<file path="src/rtl/rgb2gray_pkg.sv">
// Shared definitions for the RGB-to-grayscale converter.
// Luma weights are in 1/64 units, and each weight set sums to 64.
package rgb2gray_pkg;

    localparam int unsigned COEF_SHIFT = 6;
    localparam int unsigned COEF_W     = 7;

    typedef enum logic [1:0] {
        MODE_BT601  = 2'd0,
        MODE_BT709  = 2'd1,
        MODE_AVG    = 2'd2,
        MODE_THRESH = 2'd3
    } mode_e;

    localparam logic [COEF_W-1:0] WR_601 = 7'd20;
    localparam logic [COEF_W-1:0] WG_601 = 7'd36;
    localparam logic [COEF_W-1:0] WB_601 = 7'd8;

    localparam logic [COEF_W-1:0] WR_709 = 7'd14;
    localparam logic [COEF_W-1:0] WG_709 = 7'd45;
    localparam logic [COEF_W-1:0] WB_709 = 7'd5;

    localparam logic [COEF_W-1:0] WR_AVG = 7'd21;
    localparam logic [COEF_W-1:0] WG_AVG = 7'd22;
    localparam logic [COEF_W-1:0] WB_AVG = 7'd21;

endpackage

</file>
<file path="src/rtl/rgb2gray_wsum.sv">
// Stage 2: registered three-term weighted sum, floor-divided by 64.
// The sum is IN_W+6 bits wide, which cannot overflow because the weights total 64.
module rgb2gray_wsum
    import rgb2gray_pkg::*;
#(
    parameter int unsigned IN_W = 12
) (
    input  logic              iCLK,
    input  logic              iReset_n,
    input  logic [COEF_W-1:0] iWr,
    input  logic [COEF_W-1:0] iWg,
    input  logic [COEF_W-1:0] iWb,
    input  logic [IN_W-1:0]   iRed,
    input  logic [IN_W-1:0]   iGreen,
    input  logic [IN_W-1:0]   iBlue,
    output logic [IN_W-1:0]   oLum
);

    localparam int unsigned SUM_W = IN_W + COEF_SHIFT;

    logic [SUM_W-1:0] sum;

    always_comb begin
        sum = SUM_W'(iWr) * SUM_W'(iRed)
            + SUM_W'(iWg) * SUM_W'(iGreen)
            + SUM_W'(iWb) * SUM_W'(iBlue);
    end

    always_ff @(posedge iCLK or negedge iReset_n) begin
        if (!iReset_n)
            oLum <= '0;
        else
            oLum <= IN_W'(sum >> COEF_SHIFT);
    end

endmodule

</file>
<file path="src/rtl/rgb2gray_pipe.sv">
// Three-stage RGB-to-gray/threshold converter with frame-synchronous mode/threshold shadow.
// Valid and X/Y coordinates are delayed to stay aligned with the pixel.
module rgb2gray_pipe
    import rgb2gray_pkg::*;
#(
    parameter int unsigned IN_W    = 12,
    parameter int unsigned OUT_W   = 8,
    parameter int unsigned COORD_W = 16
) (
    input  logic               iCLK,
    input  logic               iReset_n,
    input  logic [IN_W-1:0]    iRed,
    input  logic [IN_W-1:0]    iGreen,
    input  logic [IN_W-1:0]    iBlue,
    input  logic               iDval,
    input  logic [COORD_W-1:0] iX_Cont,
    input  logic [COORD_W-1:0] iY_Cont,
    input  logic [1:0]         iMode,
    input  logic [OUT_W-1:0]   iThresh,
    output logic [OUT_W-1:0]   oGray,
    output logic               oDval,
    output logic [COORD_W-1:0] oX_Cont,
    output logic [COORD_W-1:0] oY_Cont
);

    localparam logic [OUT_W-1:0] THRESH_RST = OUT_W'(1) << (OUT_W - 1);

    mode_e              shadowMode, pixMode, mode1, mode2;
    logic [OUT_W-1:0]   shadowThresh, pixThresh, thr1, thr2;
    logic               frameStart;

    logic [IN_W-1:0]    red1, green1, blue1;
    logic               dval1, dval2;
    logic [COORD_W-1:0] x1, y1, x2, y2;

    logic [COEF_W-1:0]  wr, wg, wb;
    logic [IN_W-1:0]    lum;
    logic [OUT_W-1:0]   gray;

    // The (0,0) pixel that loads a new config also uses that config.
    always_comb begin
        frameStart = iDval && (iX_Cont == '0) && (iY_Cont == '0);
        pixMode    = frameStart ? mode_e'(iMode) : shadowMode;
        pixThresh  = frameStart ? iThresh : shadowThresh;
    end

    always_ff @(posedge iCLK or negedge iReset_n) begin
        if (!iReset_n) begin
            shadowMode   <= MODE_BT601;
            shadowThresh <= THRESH_RST;
        end else begin
            shadowMode   <= pixMode;
            shadowThresh <= pixThresh;
        end
    end

    always_ff @(posedge iCLK or negedge iReset_n) begin
        if (!iReset_n) begin
            red1   <= '0;
            green1 <= '0;
            blue1  <= '0;
            dval1  <= 1'b0;
            x1     <= '0;
            y1     <= '0;
            mode1  <= MODE_BT601;
            thr1   <= THRESH_RST;
        end else begin
            red1   <= iRed;
            green1 <= iGreen;
            blue1  <= iBlue;
            dval1  <= iDval;
            x1     <= iX_Cont;
            y1     <= iY_Cont;
            mode1  <= pixMode;
            thr1   <= pixThresh;
        end
    end

    always_comb begin
        wr = WR_601;
        wg = WG_601;
        wb = WB_601;
        case (mode1)
            MODE_BT709: begin wr = WR_709; wg = WG_709; wb = WB_709; end
            MODE_AVG:   begin wr = WR_AVG; wg = WG_AVG; wb = WB_AVG; end
            default:    begin wr = WR_601; wg = WG_601; wb = WB_601; end
        endcase
    end

    rgb2gray_wsum #(
        .IN_W(IN_W)
    ) uWsum (
        .iCLK    (iCLK),
        .iReset_n(iReset_n),
        .iWr     (wr),
        .iWg     (wg),
        .iWb     (wb),
        .iRed    (red1),
        .iGreen  (green1),
        .iBlue   (blue1),
        .oLum    (lum)
    );

    always_ff @(posedge iCLK or negedge iReset_n) begin
        if (!iReset_n) begin
            dval2 <= 1'b0;
            x2    <= '0;
            y2    <= '0;
            mode2 <= MODE_BT601;
            thr2  <= THRESH_RST;
        end else begin
            dval2 <= dval1;
            x2    <= x1;
            y2    <= y1;
            mode2 <= mode1;
            thr2  <= thr1;
        end
    end

    always_comb begin
        gray = OUT_W'(lum >> (IN_W - OUT_W));
    end

    always_ff @(posedge iCLK or negedge iReset_n) begin
        if (!iReset_n) begin
            oGray   <= '0;
            oDval   <= 1'b0;
            oX_Cont <= '0;
            oY_Cont <= '0;
        end else begin
            oDval   <= dval2;
            oX_Cont <= x2;
            oY_Cont <= y2;
            if (!dval2)
                oGray <= '0;
            else if (mode2 == MODE_THRESH)
                oGray <= (gray >= thr2) ? '1 : '0;
            else
                oGray <= gray;
        end
    end

endmodule

</file>
<file path="config.mk">
export PLATFORM = sky130hd
export DESIGN_NAME = rgb2gray_pipe
export DESIGN_NICKNAME = d
export VERILOG_FILES = /design/src/rtl/rgb2gray_pkg.sv /design/src/rtl/rgb2gray_wsum.sv /design/src/rtl/rgb2gray_pipe.sv
export SDC_FILE = /design/constraint.sdc
export NUM_CORES = 1
export LEC_CHECK = 0
export CORE_ASPECT_RATIO = 2
export CORE_MARGIN = 3
export CORE_UTILIZATION = 53
export CTS_CLUSTER_SIZE = 30
export DETAILED_ROUTE_END_ITERATION = 16
export GPL_TIMING_DRIVEN = 0
export PLACE_DENSITY = 0.78
export SYNTH_ARGS = -nofsm -noshare
export SYNTH_HDL_FRONTEND = slang
export SYNTH_HIERARCHICAL = 1
export SYNTH_SLANG_ARGS = --single-unit
export TNS_END_PERCENT = 50
</file>
<file path="constraint.sdc">
create_clock -name iCLK -period 6 [get_ports iCLK]
set_input_delay 0.9 -clock iCLK [delete_from_list [all_inputs] [get_ports iCLK]]
set_output_delay 0.9 -clock iCLK [all_outputs]
set_load 0.01 [all_outputs]
</file>
==> flow_metrics.py <==
metrics = {
    "outcome": {
        "status": "complete, but fails checks",
        "violations": "setup timing",
    },
    "timing": {
        "setup_slack_ns": -0.347,
        "slew_headroom": 0.613,
        "finalHoldViolCount": 0,
        "post-route-min-period_ns": 6.35,
        "clock.fmax_mhz": 158,
        "setup_violations": 8,
        "final_max_slew_viol_count": 0,
        "worst_pin_slew_ns": 0.581,
        "fin_worst_skew_ns": 0.0124,
        "setup_tns_ns": -1.92,
        "grt_setup_unrepaired": "true",
        "final.period_utilization": 1.06,
    },
    "clocking": {
        "cts_tree": "yes",
        "cts_max_path_buffers": 2,
        "cts-root-buf": "clkbuf_16",
        "htree_levels": 4,
        "clkTransAtPathRegs_ns": 0.08,
        "numClockSinks": 171,
        "cts_inserted_buffers": 17,
        "insertion_delay_ns": 0.44,
    },
    "floorplanning": {
        "start_util": 0.540,
        "core-area_sq_mm": 0.0233,
        "core.rowCount": 79,
        "die_w_microns": 115,
        "fp.dieH_microns": 224,
        "io_pins": 122,
        "die_area_sq_mm": 0.0257,
    },
    "flow_run": {
        "cap_violations": 0,
    },
    "drt": {
        "wl_per_cell_microns": 17.8,
        "vias": 7978,
        "drt_iter0_markers": 247,
        "first_pass_iters": 4,
        "wirelength_mm": 28.1,
        "viasPerCell": 5.05,
        "drc_errors": 0,
        "ant_nets": 0,
    },
    "setup_path": {
        "crit_slowest_cell": "fa_1",
        "crit_start": "mode1[1]",
        "max_stage_delay_ns": 0.56,
        "cp_max_fo": 10,
        "crit_family": "adder cells",
        "critPathBufInv": 6,
        "startpoint_type": "flop",
        "crit_required_ns": 6.32,
        "reg2reg_from": "mode1[1]",
        "critPathCaptureType": "flop",
        "crit_type": "flop to flop",
        "path_cells": "buf_4 > ha_4 > buf_4 > and2_1 > fa_1 > inv_1 > fa_1 > fa_1 > inv_1 > fa_1 > fa_1 > fa_1 > inv_1 > fa_1 > inv_2 > ha_4 > nand2_1 > or3_4 > a21o_1 > o21ai_2 > a31oi_1 > xnor2_1",
        "cp_data_arrival_time_ns": 6.66,
        "cp_common_cell": "fa_1",
    },
    "pwr": {
        "p_leak_nw": 7.40,
        "pwr_density_cell_mw_per_mm2": 389,
        "ir_drop_mv": 0.453,
    },
    "place": {
        "dp.cells": 1528,
        "gp_congestion": 0.850,
        "portBuffers": 121,
        "dp.final_hpwl_mm": 22.6,
    },
    "yosys": {
        "syn_inst": 1101,
        "synth_warnings": 6,
        "syn_area_per_cell_sq_um": 11.4,
        "synthesis.area_sq_mm": 0.0126,
    },
    "cells_and_area": {
        "n_antenna_cell": 0,
        "mostFrequentLayoutCells": "245 x inv_1, 198 x fa_1, 167 x dfrtp_1",
        "fillers": 1737,
        "layout_commonest_cell": "inv_1",
        "fin_cells": 1580,
        "drive_gt1_frac": 0.0910,
        "fin_nets": 1651,
        "area_growth_pct": 21.3,
    },
    "worst_hold_path": {
        "hp-class": "flop to flop",
        "hp-start": "x1[10]",
    },
    "global_route": {
        "grt_max_degree": 104,
        "grt_pass1_wl_mm": 46.0,
        "overflow": 0,
        "track_usage": 0.237,
        "antenna_found_initial": 0,
        "grt_pass1_vias": 9336,
    },
}
-- power breakdown --
group	switching [W]	leakage, nW	internal (W)
combinational	0.00188	5.06	0.00158
clock	0.000550	0.303	0.000579
sequential	0.0000616	2.04	0.00129
-- registers in the layout, indices dropped and copies added, names as in the netlist, 12 cells and up --
| register | cells |
|---|---|
| oX_Cont | 16 |
| green1 | 12 |
| y1 | 16 |
| y2 | 16 |
| oY_Cont | 16 |
| x1 | 16 |
| blue1 | 12 |
| x2 | 16 |
| red1 | 12 |
-- metal layers --
metal  global-route usage  share of wire  vias to the layer above
li1                     -              -                     3577
met1                0.233           0.30                     4093
met2                0.441           0.59                      210
met3               0.0416          0.037                       98
met4                0.155          0.074                        0
met5                    0              0                        -
-- metrics by stage --
stage | util | power (W) | area [sq um] | hold WS, ns | setup WS, ns
2_1_floorplan | - | 0.00381 | 12700 | 0.331 | 0.00581
3_3_place_gp | 0.612 | 0.00457 | 14300 | 0.332 | -2.54
3_5_place_dp | 0.613 | 0.00466 | 14300 | 0.335 | -0.904
4_1_cts | 0.653 | 0.00588 | 15200 | 0.345 | -0.354
5_1_grt | 0.655 | 0.00641 | 15300 | 0.358 | -0.477
6_report | 0.655 | 0.00593 | 15300 | 0.343 | -0.347
-- final cells by class --
class	instances	area (sq um)	share of cell area
Buffer	22	180	0.0118
Clock buffer	17	425	0.0279
Clock inverter	15	201	0.0132
Inverter	252	951	0.0623
Multi-Input combinational cell	677	7460	0.489
Sequential cell	171	4280	0.281
Tap cell	283	354	0.0232
Timing Repair Buffer	143	1410	0.0923
-- final timing paths --
| kind | endpoint | slack, ns | depth (start not counted) |
|---|---|---|---|
| worst max-delay path | uWsum/oLum[8] | -0.35 | 22 |
| worst min-delay path | x2[10] | 0.34 | 0 |
| worst max register to register | uWsum/oLum[8] | -0.35 | 22 |
| worst min register to register | x2[10] | 0.34 | 0 |
| max in group asynchronous | x2[14] | 4.76 | 2 |
| min in group asynchronous | green1[1] | 0.37 | 1 |
-- what timing repair did --
item | CTS | global route
hold buffers | 0 | 0
endpoints found under the setup margin | 8 | 8
gates resized for setup | 51 | 14
pin swaps | 33 | 10
endpoints found under the hold margin | 0 | 0
setup buffers | 20 | 1
Power figures use the tool's default switching activity.
